==> src/rtl/load_store_unit_if.sv <==
`default_nettype none
// ============================================================================
// load_store_unit_if : request/response and data-memory bus of the LSU
// Revision: 1.0
// ============================================================================
interface load_store_unit_if;
  logic        req_valid;
  logic        req_ready;
  logic        req_store;
  logic [2:0]  req_funct3;
  logic [31:0] req_addr;
  logic [31:0] req_wdata;
  logic        resp_valid;
  logic [31:0] resp_data;
  logic        resp_err;
  logic        mem_read;
  logic        mem_write;
  logic [31:0] mem_addr;
  logic [31:0] mem_wdata;
  logic [31:0] mem_rdata;

  modport slave (
    input  req_valid, req_store, req_funct3, req_addr, req_wdata, mem_rdata,
    output req_ready, resp_valid, resp_data, resp_err,
           mem_read, mem_write, mem_addr, mem_wdata
  );

  modport master (
    output req_valid, req_store, req_funct3, req_addr, req_wdata, mem_rdata,
    input  req_ready, resp_valid, resp_data, resp_err,
           mem_read, mem_write, mem_addr, mem_wdata
  );
endinterface
`default_nettype wire

==> src/rtl/load_store_unit.sv <==
`default_nettype none
// ============================================================================
// load_store_unit : RV32I byte-addressed loads/stores onto word-indexed memory
// Revision: 1.0
// ============================================================================
module load_store_unit #(
  parameter int DEPTH = 64
) (
  input  wire logic          clk,
  input  wire logic          reset,
  load_store_unit_if.slave   bus
);

  localparam logic [31:0] c_depth = 32'(DEPTH);

  typedef enum logic [2:0] {
    IDLE   = 3'd0,
    LOAD   = 3'd1,
    WRITE  = 3'd2,
    RMW_RD = 3'd3,
    RMW_WR = 3'd4,
    ERR    = 3'd5,
    RESP   = 3'd6
  } state_t;

  state_t      state_q, state_d;
  logic [2:0]  funct3_q;
  logic [31:0] addr_q;
  logic [31:0] wdata_q;
  logic [31:0] merge_q;
  logic [31:0] resp_data_q;

  logic        accept;
  logic        bad_funct3;
  logic        misaligned;
  logic        out_of_range;
  logic        req_bad;
  logic [7:0]  ld_byte;
  logic [15:0] ld_half;
  logic [31:0] ld_value;
  logic [31:0] merged;

  assign accept = (state_q == IDLE) && bus.req_valid;

  // Request checks are evaluated on the live request so ERR can answer at A+1.
  always_comb begin
    bad_funct3   = 1'b0;
    misaligned   = 1'b0;
    out_of_range = ({2'b00, bus.req_addr[31:2]} >= c_depth);
    if (bus.req_store)
      bad_funct3 = !(bus.req_funct3 inside {3'b000, 3'b001, 3'b010});
    else
      bad_funct3 = (bus.req_funct3 inside {3'b011, 3'b110, 3'b111});
    if (bus.req_funct3[1:0] == 2'b01)
      misaligned = bus.req_addr[0];
    else if (bus.req_funct3[1:0] == 2'b10)
      misaligned = (bus.req_addr[1:0] != 2'b00);
    req_bad = bad_funct3 || misaligned || out_of_range;
  end

  always_comb begin
    ld_value = 32'h0;
    ld_half  = addr_q[1] ? bus.mem_rdata[31:16] : bus.mem_rdata[15:0];
    case (addr_q[1:0])
      2'd0:    ld_byte = bus.mem_rdata[7:0];
      2'd1:    ld_byte = bus.mem_rdata[15:8];
      2'd2:    ld_byte = bus.mem_rdata[23:16];
      default: ld_byte = bus.mem_rdata[31:24];
    endcase
    case (funct3_q)
      3'b000:  ld_value = {{24{ld_byte[7]}}, ld_byte};
      3'b001:  ld_value = {{16{ld_half[15]}}, ld_half};
      3'b010:  ld_value = bus.mem_rdata;
      3'b100:  ld_value = {24'h0, ld_byte};
      3'b101:  ld_value = {16'h0, ld_half};
      default: ld_value = 32'h0;
    endcase
  end

  always_comb begin
    merged = bus.mem_rdata;
    if (funct3_q[0])
      merged[{addr_q[1], 4'b0000} +: 16] = wdata_q[15:0];
    else
      merged[{addr_q[1:0], 3'b000} +: 8] = wdata_q[7:0];
  end

  always_ff @(posedge clk) begin
    if (reset) begin
      state_q     <= IDLE;
      funct3_q    <= 3'b000;
      addr_q      <= 32'h0;
      wdata_q     <= 32'h0;
      merge_q     <= 32'h0;
      resp_data_q <= 32'h0;
    end else begin
      state_q <= state_d;
      if (accept) begin
        funct3_q <= bus.req_funct3;
        addr_q   <= bus.req_addr;
        wdata_q  <= bus.req_wdata;
        if (req_bad)
          resp_data_q <= 32'h0;
      end
      case (state_q)
        LOAD:          resp_data_q <= ld_value;
        RMW_RD:        merge_q     <= merged;
        WRITE, RMW_WR: resp_data_q <= 32'h0;
        default:       ;
      endcase
    end
  end

  always_comb begin
    state_d        = state_q;
    bus.req_ready  = 1'b0;
    bus.resp_valid = 1'b0;
    bus.resp_err   = 1'b0;
    bus.mem_read   = 1'b0;
    bus.mem_write  = 1'b0;
    bus.mem_wdata  = 32'h0;
    case (state_q)
      IDLE: begin
        bus.req_ready = 1'b1;
        if (bus.req_valid) begin
          if (req_bad)
            state_d = ERR;
          else if (!bus.req_store)
            state_d = LOAD;
          else if (bus.req_funct3 == 3'b010)
            state_d = WRITE;
          else
            state_d = RMW_RD;
        end
      end
      LOAD: begin
        bus.mem_read = 1'b1;
        state_d      = RESP;
      end
      WRITE: begin
        bus.mem_write = 1'b1;
        bus.mem_wdata = wdata_q;
        state_d       = RESP;
      end
      RMW_RD: begin
        bus.mem_read = 1'b1;
        state_d      = RMW_WR;
      end
      RMW_WR: begin
        bus.mem_write = 1'b1;
        bus.mem_wdata = merge_q;
        state_d       = RESP;
      end
      ERR: begin
        bus.resp_valid = 1'b1;
        bus.resp_err   = 1'b1;
        state_d        = IDLE;
      end
      RESP: begin
        bus.resp_valid = 1'b1;
        state_d        = IDLE;
      end
      default: state_d = IDLE;
    endcase
  end

  assign bus.resp_data = resp_data_q;
  assign bus.mem_addr  = {2'b00, addr_q[31:2]};

endmodule
`default_nettype wire

==> src/flat_wrapper.sv <==
// flat-port wrapper written by rule: the top's interface ports become plain ports
module load_store_unit_flat 
#(
  parameter int DEPTH = 64
)
  (clk, reset, bus_req_valid, bus_req_store, bus_req_funct3, bus_req_addr, bus_req_wdata, bus_mem_rdata, bus_req_ready, bus_resp_valid, bus_resp_data, bus_resp_err, bus_mem_read, bus_mem_write, bus_mem_addr, bus_mem_wdata);
  load_store_unit_if bus_i ();
  input  wire logic clk;
  input  wire logic reset;
  input wire logic [$bits(bus_i.req_valid)-1:0] bus_req_valid;
  input wire logic [$bits(bus_i.req_store)-1:0] bus_req_store;
  input wire logic [$bits(bus_i.req_funct3)-1:0] bus_req_funct3;
  input wire logic [$bits(bus_i.req_addr)-1:0] bus_req_addr;
  input wire logic [$bits(bus_i.req_wdata)-1:0] bus_req_wdata;
  input wire logic [$bits(bus_i.mem_rdata)-1:0] bus_mem_rdata;
  output wire logic [$bits(bus_i.req_ready)-1:0] bus_req_ready;
  output wire logic [$bits(bus_i.resp_valid)-1:0] bus_resp_valid;
  output wire logic [$bits(bus_i.resp_data)-1:0] bus_resp_data;
  output wire logic [$bits(bus_i.resp_err)-1:0] bus_resp_err;
  output wire logic [$bits(bus_i.mem_read)-1:0] bus_mem_read;
  output wire logic [$bits(bus_i.mem_write)-1:0] bus_mem_write;
  output wire logic [$bits(bus_i.mem_addr)-1:0] bus_mem_addr;
  output wire logic [$bits(bus_i.mem_wdata)-1:0] bus_mem_wdata;
  assign bus_i.req_valid = bus_req_valid;
  assign bus_i.req_store = bus_req_store;
  assign bus_i.req_funct3 = bus_req_funct3;
  assign bus_i.req_addr = bus_req_addr;
  assign bus_i.req_wdata = bus_req_wdata;
  assign bus_i.mem_rdata = bus_mem_rdata;
  assign bus_req_ready = bus_i.req_ready;
  assign bus_resp_valid = bus_i.resp_valid;
  assign bus_resp_data = bus_i.resp_data;
  assign bus_resp_err = bus_i.resp_err;
  assign bus_mem_read = bus_i.mem_read;
  assign bus_mem_write = bus_i.mem_write;
  assign bus_mem_addr = bus_i.mem_addr;
  assign bus_mem_wdata = bus_i.mem_wdata;
  load_store_unit #(.DEPTH(DEPTH)) u_core (.clk(clk), .reset(reset), .bus(bus_i));
endmodule
==> config.mk <==
export PLATFORM = sky130hd
export DESIGN_NAME = load_store_unit_flat
export DESIGN_NICKNAME = d
export VERILOG_FILES = /design/src/rtl/load_store_unit_if.sv /design/src/rtl/load_store_unit.sv /design/src/flat_wrapper.sv
export SDC_FILE = /design/constraint.sdc
export NUM_CORES = 1
export LEC_CHECK = 0
export ABC_AREA = 1
export CAP_MARGIN = 40
export CORE_UTILIZATION = 45
export CTS_CLUSTER_DIAMETER = 150
export DETAILED_ROUTE_END_ITERATION = 8
export HOLD_SLACK_MARGIN = 0.06
export PLACE_DENSITY = 0.77
export SLEW_MARGIN = 25
export SYNTH_ARGS = -nofsm -noshare
export SYNTH_HDL_FRONTEND = slang
export SYNTH_SLANG_ARGS = --single-unit
==> constraint.sdc <==
create_clock -name clk -period 4.7 [get_ports clk]
set_input_delay 1.41 -clock clk [delete_from_list [all_inputs] [get_ports clk]]
set_output_delay 1.41 -clock clk [all_outputs]
set_load 0.01 [all_outputs]
# After elaboration in Yosys (flattened, before gate mapping)
# Cells that the tools add are included.
# word_totals
out_inout_bits	101
elab_cells	74
in_bits	103
ff_bits	134
# op_classes
reduce_logical	18
mux	23
n_eq_ne	20
magnitude_cmp	1
shift	4
add_sub_neg	2
# ops
op	n
$pmux 32 s5	1
$pmux 32 s2	2
$mux 32	3
$bwmux 32	2
$shift 16x7->32 const A	1
$shift 8x7->32 const A	1
$shiftx 16x7->32	1
$shiftx 8x7->32	1
$ge 30x7->1 const B	1
$pmux 8 s3	1
$eq 3x3->1 const B	7
$mux 16	1
$eq 3x2->1 const B	5
$neg 5->7	2
$reduce_bool 3->1	4
$eq 3x1->1 const B	3
$logic_not 3->1	3
$mux 1	9
$mux 3	3
$pmux 3 s3	1
$reduce_or 2->1	3
$eq 2x1->1 const B	2
$eq 2x2->1 const B	2
$reduce_or 3->1	1
7 further kinds	8

# Longest topological paths before layout
# Gate-level depths: netlist of the first run.
# logic_depth
depth_word	9
mapped_depth	11
ltp_nobuf	10

# Worst setup path before layout of the first run
# OpenSTA, ideal clock, no wires.
# synth_path
path_kind	register to output
from	register u_core.state_q[1]
to	output port bus_mem_wdata[29]
path_slack_ns	2.147
arrival_time_ns	1.143
stages_incl_launch_ff	6
required_ns	3.290
path_cell_list	dfxtp_1 > inv_2 > nor3_1 > inv_2 > clkbuf_1 > o21ai_0
# synth_via
elab_chain_len	2
word_cells_on_any_way	3
cone_classes	2 x eq/ne; 1 x mux
# synth_rtl
item	line_no	source
start: declaration	load_store_unit.sv:26	state_t state_q, state_d;
start signal: assignment	load_store_unit.sv:97	state_q <= state_d;
$eq 3x3->1 or $eq 3x2->1 (tied branches)	load_store_unit.sv:122	case (state_q)
$pmux 32 s2 *	load_store_unit.sv:122	
end: declaration	flat_wrapper.sv:23	output wire logic [$bits(bus_i.mem_wdata)-1:0] bus_mem_wdata;
# Every way passes the cells marked *; elsewhere a longest branch is shown, timed or not.

# Final worst setup path of the first run
# layout_path
from	register u_core.state_q[2]
to	output port bus_mem_write
# layout_via
elab_chain_len	3
word_cells_on_any_way	4
cone_classes	2 x eq/ne; 1 x mux; 1 x reduce/logical
# layout_rtl
item	line_no	source
$eq 3x2->1 or $eq 3x3->1 (tied branches)	load_store_unit.sv:122	
$reduce_or 2->1 (no source line) *	-	
$mux 1 *	load_store_unit.sv:122	
end: declaration	flat_wrapper.sv:21	output wire logic [$bits(bus_i.mem_write)-1:0] bus_mem_write;
# Marks and branches as above.

==> results of run 1 <==
==> cells in the mapped netlist <==
cell and count:
sky130_fd_sc_hd__clkbuf_1 44, sky130_fd_sc_hd__a21oi_1 164, sky130_fd_sc_hd__o21ai_1 13, sky130_fd_sc_hd__nor3_2 1
sky130_fd_sc_hd__buf_4 35, sky130_fd_sc_hd__nor3_1 11, sky130_fd_sc_hd__o22ai_1 24, sky130_fd_sc_hd__nand2_1 197
sky130_fd_sc_hd__nand4_1 2, sky130_fd_sc_hd__o21ai_0 127, sky130_fd_sc_hd__inv_1 86, sky130_fd_sc_hd__buf_2 22
sky130_fd_sc_hd__a22oi_1 7, sky130_fd_sc_hd__nand3_1 55, sky130_fd_sc_hd__o21bai_2 1, sky130_fd_sc_hd__nor2_4 4
sky130_fd_sc_hd__nor2_1 20, sky130_fd_sc_hd__o21ai_2 2, sky130_fd_sc_hd__nand2_2 1, sky130_fd_sc_hd__inv_2 11
sky130_fd_sc_hd__a31oi_1 24, sky130_fd_sc_hd__buf_6 1, sky130_fd_sc_hd__dfxtp_1 134, sky130_fd_sc_hd__a211oi_1 8
sky130_fd_sc_hd__clkinv_1 1, sky130_fd_sc_hd__ha_1 5, sky130_fd_sc_hd__nor2_2 3, sky130_fd_sc_hd__o211ai_1 9
sky130_fd_sc_hd__buf_1 2, sky130_fd_sc_hd__conb_1 1
==> area by class of cell <==
cell class | instances | area share (%)
sequential | 134 | 28.6
timing repair buffer | 210 | 22.3
clock inverter | 9 | 1.84
tap | 188 | 2.51
inverter | 98 | 3.92
clock buffer | 22 | 5.06
multi-input combinational | 680 | 35.7
==> per-stage QoR <==
step	hold WS, ns	cells
5_1_grt	0.463	1341
3_3_place_gp	0.434	1309
4_1_cts	0.447	1340
2_1_floorplan	0.425	1016
3_5_place_dp	0.439	1309
6_report	0.444	1341
==> where the power goes <==
group / internal, mW / switching (mW)
Combinational: 0.586 / 1.03
Sequential: 1.32 / 0.141
Clock: 0.978 / 0.503
==> worst paths after layout <==
| check | to |
|---|---|
| setup / recovery | bus_mem_write |
| hold / removal | u_core.wdata_q[25] |
| setup reg to reg | u_core.merge_q[1] |
| hold reg to reg | u_core.wdata_q[25] |
==> cells by family after synthesis <==
family | after synthesis | share of synthesized area (%)
adders and majority gates | 5 | 0.901
AOI/OAI and AO/OA | 379 | 29.3
other | 1 | 0.0540
buffers and inverters | 202 | 13.3
DFF | 134 | 38.6
and+or+nand+nor | 294 | 17.8
==> flip-flops by register name, indices dropped and copies added (netlist names) <==
register and flops:
u_core.bus.resp_data 32, u_core.state_q 3, u_core.funct3_q 3, u_core.merge_q 32, u_core.wdata_q 32, u_core.addr_q 32
==> worst max-delay path, delay by kind of cell, from the launching register on <==
family | cells | cell delay, ns
buf+inv | 3 | 0.91
simple gates | 2 | 0.78
flops | 1 | 0.47
==> routing by layer <==
| layer | vias up | track usage [%] | share of wire (%) |
|---|---|---|---|
| met1 | 3447 | 36.9 | 42 |
| met4 | 0 | 11.8 | 3.0 |
| met3 | 51 | 7.99 | 9.7 |
| met5 | - | 0 | 0 |
| met2 | 395 | 44.2 | 45 |
| li1 | 3660 | - | - |
==> impl_metrics.json, run 1 <==
{
  "antenna_found_initial": 0,
  "finalSetupViolCount": 0,
  "drc_errors": 0,
  "postSynthCellCount": 1015,
  "crit_slowest_cell": "sky130_fd_sc_hd__clkdlybuf4s50_1",
  "number_of_cell_instances_on_the_worst_register_to_register_path": 8,
  "synth_area_per_cell_um2": 6.84,
  "final.fill_count": 1364,
  "leakagePower_nw": 3.49,
  "crit_start": "u_core.state_q[2]",
  "clk_pin_slew_worst_paths_ns": 0.05,
  "finalHoldViolCount": 0,
  "status": "finished, final reports clean",
  "layout-area-overhead-vs-synth_pct": 35.1,
  "power_density_nw_per_um2": 486,
  "critical_path_required_ns": 3.29,
  "post_cts_setup_buffer_count": 0,
  "crit_chain": "inv_2 > nor2_4 > inv_2 > nand2_1 > clkdlybuf4s50_1",
  "detail-route-antenna-nets": 0,
  "hp-start": "u_core.wdata_q[25]",
  "synth_sequential_area_ratio_pct": 38.6,
  "worst_slew_margin_rel_pct": 45.9,
  "power.total_mw": 4.55,
  "floorplan.core_area_um2": 15100,
  "grt_pass1_wl_um": 35500,
  "placement_rows": 45,
  "place.detailed.hpwl_um": 15900,
  "detailedRoute.firstPassIterationCount": 5,
  "synthesis.area_um2": 6940,
  "wire_per_inst_um": 16.9,
  "clock_tree.htree_level_count": 4,
  "setup_repair_after_global_routing_missed_its_margin": "no",
  "r2r_slack_ns": 2.06,
  "max-cap-violations": 0,
  "dpl_cell_area_um2": 8700,
  "cts_hold_repair.buffers": 0,
  "track_usage_pct": 28.4,
  "worst_skew_pair.late_latency_ns": 0.43,
  "vias_per_cell": 5.63,
  "post_cts_resize_count": 0,
  "clock.fmax_mhz": 250,
  "timing.final.crit_share_pct": 85.1,
  "final_core_util_pct": 61.9,
  "multiInputGateArea_um2": 3350,
  "timing.clock.skew_ns": 0.00820,
  "tritoncts": "done",
  "cp_max_fanout": 25,
  "finalNetCount": 1249,
  "report.final.slew_viol_count": 0,
  "cell_with_the_most_instances_on_the_worst_path": "sky130_fd_sc_hd__inv_2",
  "totalWireLength_um": 22700,
  "routed-via-count": 7553,
  "gpl.final_weighted_congestion": 0.896,
  "post_route_cells_drive_above_1_share_pct": 5.55,
  "worstSetupStartpointType": "flop",
  "synth.lib_cells_used.distinct": 30,
  "worst_slew_pin_slew_ns": 0.809,
  "r2r-start": "u_core.addr_q[1]",
  "final.min_clock_period_ns": 4.00,
  "fin_tns_setup_ns": 0,
  "detailed_router_s_first_iteration_violation_count": 832,
  "ff_latch_area_um2": 2680,
  "die_area_um2": 15900,
  "clock_sink_count": 134,
  "final_cell_mix": "sky130_fd_sc_hd__clkdlybuf4s50_1 (200), sky130_fd_sc_hd__nand2_1 (196), sky130_fd_sc_hd__a21oi_1 (164), sky130_fd_sc_hd__dfxtp_1 (134), sky130_fd_sc_hd__o21ai_0 (127)",
  "ys_warn_count": 0,
  "endpoint_kind": "output pin",
  "via_count_of_the_first_global_routing_pass": 6923,
  "layout_commonest_cell": "sky130_fd_sc_hd__clkdlybuf4s50_1",
  "ctsLongestPathBuffers": 2,
  "finalInstanceArea_um2": 9380,
  "critPathKind": "reg2out",
  "buffer_ports.inserted": 201,
  "postSynthRegisterBits": 134,
  "place_ws_ns": 1.18,
  "grt.overflow.total": 0,
  "design.portCount": 204,
  "synth_area_leader_cell": "sky130_fd_sc_hd__dfxtp_1",
  "cp_slowest_stage_delay_ns": 0.58,
  "synth.top_cells.by_area": "sky130_fd_sc_hd__dfxtp_1 (39%), sky130_fd_sc_hd__a21oi_1 (12%), sky130_fd_sc_hd__nand2_1 (11%), sky130_fd_sc_hd__o21ai_0 (9.2%), sky130_fd_sc_hd__inv_1 (4.7%)",
  "critPathArrivalTime_ns": 2.59,
  "max-vdd-ir-drop_mv": 0.326,
  "n_antenna_cell": 0,
  "clockRootBuffer": "sky130_fd_sc_hd__clkbuf_16",
  "cts_made_buffers": 17,
  "grt_start_max_net_pins": 71,
  "initial_core_utilization_pct": 45.8,
  "die_x_extent_um": 126,
  "hold_path_class": "reg2reg",
  "hold_depth": 2,
  "yosysTopAreaCellShare_pct": 38.6,
  "fp.dieH_um": 126,
  "final.setup.worst_slack_ns": 0.699
}
Note: power is estimated with default switching activity, not from simulation.
==> run 2: changes to the inputs <==
Settings changed: CTS_CLUSTER_DIAMETER 150 to default, REMOVE_ABC_BUFFERS from default to 1.
==> impl_metrics.json, run 2 (same netlist as run 1, synthesis figures left out) <==
{
  "routed-via-count": 7540,
  "netSwitchingPower_mw": 1.68,
  "sequentialPowerShare_pct": 32.4,
  "design.portCount": 204,
  "setup_repair_after_global_routing_missed_its_margin": "no",
  "leakagePower_nw": 3.46,
  "worst_slew_margin_rel_pct": 45.6,
  "power_density_nw_per_um2": 482,
  "cts_hold_repair.buffers": 0,
  "grt_pass1_wl_um": 35500,
  "hold_path_class": "reg2reg",
  "grt.overflow.total": 0,
  "power_report.internal_total_mw": 2.82,
  "gpl.final_weighted_congestion": 0.877,
  "via_count_of_the_first_global_routing_pass": 6925,
  "fin_tns_setup_ns": 0,
  "grt_start_max_net_pins": 71,
  "n_antenna_cell": 0,
  "max-vdd-ir-drop_mv": 0.381,
  "layout_commonest_cell": "sky130_fd_sc_hd__clkdlybuf4s50_1",
  "wire_per_inst_um": 16.8,
  "clk_pin_slew_worst_paths_ns": 0.06,
  "finalHoldViolCount": 0,
  "worst_slew_pin_slew_ns": 0.814,
  "totalWireLength_um": 22600,
  "finalInstanceArea_um2": 9330,
  "clockPowerShare_pct": 31.7,
  "final.min_clock_period_ns": 4.09,
  "worst_skew_pair.late_latency_ns": 0.43,
  "max-cap-violations": 0,
  "post_cts_setup_buffer_count": 0,
  "ctsLongestPathBuffers": 2,
  "clock_tree.htree_level_count": 4,
  "tritoncts": "done",
  "post_cts_resize_count": 0,
  "critPathKind": "reg2out",
  "vias_per_cell": 5.63,
  "cp_max_fanout": 25,
  "floorplan.core_area_um2": 15100,
  "finalNetCount": 1247,
  "antenna_found_initial": 0,
  "detailed_router_s_first_iteration_violation_count": 778,
  "die_area_um2": 15900,
  "drc_errors": 0,
  "finalNonFillerCells": 1340,
  "buffer_ports.inserted": 201,
  "finalSetupViolCount": 0,
  "clockRootBuffer": "sky130_fd_sc_hd__clkbuf_16",
  "clock.fmax_mhz": 244,
  "detail-route-antenna-nets": 0,
  "place.detailed.hpwl_um": 15100,
  "final_cell_mix": "sky130_fd_sc_hd__clkdlybuf4s50_1 (200), sky130_fd_sc_hd__nand2_1 (196), sky130_fd_sc_hd__a21oi_1 (164), sky130_fd_sc_hd__dfxtp_1 (134), sky130_fd_sc_hd__o21ai_0 (127)",
  "critPathArrivalTime_ns": 2.68,
  "fp.dieH_um": 126,
  "share_comb_of_total_power_pct": 35.8,
  "power.share.switching_pct": 37.3,
  "clock_sink_count": 134,
  "power.total_mw": 4.49,
  "post-place-cells": 1308,
  "post_route_cells_drive_above_1_share_pct": 5.38,
  "track_usage_pct": 28.3,
  "report.final.slew_viol_count": 0,
  "timing.clock.skew_ns": 0.00591,
  "placement_rows": 45,
  "layout-area-overhead-vs-synth_pct": 34.3,
  "dpl_cell_area_um2": 8700,
  "die_x_extent_um": 126,
  "timing.final.crit_share_pct": 87.1,
  "detailedRoute.firstPassIterationCount": 8,
  "worstSetupStartpointType": "flop",
  "cts_made_buffers": 17,
  "critical_path_required_ns": 3.29,
  "status": "finished, final reports clean",
  "endpoint_kind": "output pin",
  "initial_core_utilization_pct": 45.8
}
run 2: changes by cell type in the layout (fill, tap and decap cells not counted), sizes merged:
cell    before  now
buf         10    8
bufinv       5    4
clkbuf      22   23
clkinv       4    5
run 2: stage by stage:
step,util [%],worst slack [ns],hold slack [ns]
finish,61.6,0.607,0.447
global route,61.6,0.422,0.468
CTS,61.6,0.602,0.448
detailed placement,57.4,1.09,0.440
global placement,57.4,1.18,0.434
floorplan,-,0.757,0.427
run 2: worst paths after layout:
| check | startpoint | to | slack (ns) | cells after the start |
|---|---|---|---|---|
| max reg2reg | u_core.addr_q[1] | u_core.merge_q[1] | 1.66 | 7 |
| min | u_core.wdata_q[26] | u_core.wdata_q[26] | 0.45 | 2 |
| min reg2reg | u_core.wdata_q[26] | u_core.wdata_q[26] | 0.45 | 2 |
| max | u_core.state_q[2] | bus_mem_wdata[7] | 0.61 | 5 |
run 2: cell type report:
| class | count | area [um^2] |
|---|---|---|
| Sequential cell | 134 | 2680 |
| Timing Repair Buffer | 208 | 2060 |
| Clock inverter | 9 | 148 |
| Inverter | 98 | 368 |
| Multi-Input combinational cell | 680 | 3350 |
| Fill cell | 1376 | 5820 |
| Tap cell | 188 | 235 |
| Clock buffer | 23 | 478 |
run 2: per-layer routing:
metal	track usage, %	part of all wire, %	vias to the layer above
met5	0	0	-
met4	13.7	3.5	0
met3	9.05	10	63
met2	44.8	45	387
met1	34.7	41	3441
li1	-	-	3649
run 2: worst max-delay path, stage by stage, from the launching register on:
cell,delay [ns]
sky130_fd_sc_hd__dfxtp_1,0.49
sky130_fd_sc_hd__inv_2,0.10
sky130_fd_sc_hd__nor2_4,0.57
sky130_fd_sc_hd__inv_2,0.26
sky130_fd_sc_hd__o22ai_1,0.23
sky130_fd_sc_hd__clkdlybuf4s50_1,0.58
run 2: power groups by stage:
stage	clock [mW]	combinational [mW]	sequential, mW
global placement	0	1.57	1.47
detailed placement	0	1.59	1.47
CTS	1.43	1.61	1.45
floorplan	0	0.912	1.47
global route	1.49	1.77	1.48
finish	1.43	1.61	1.46
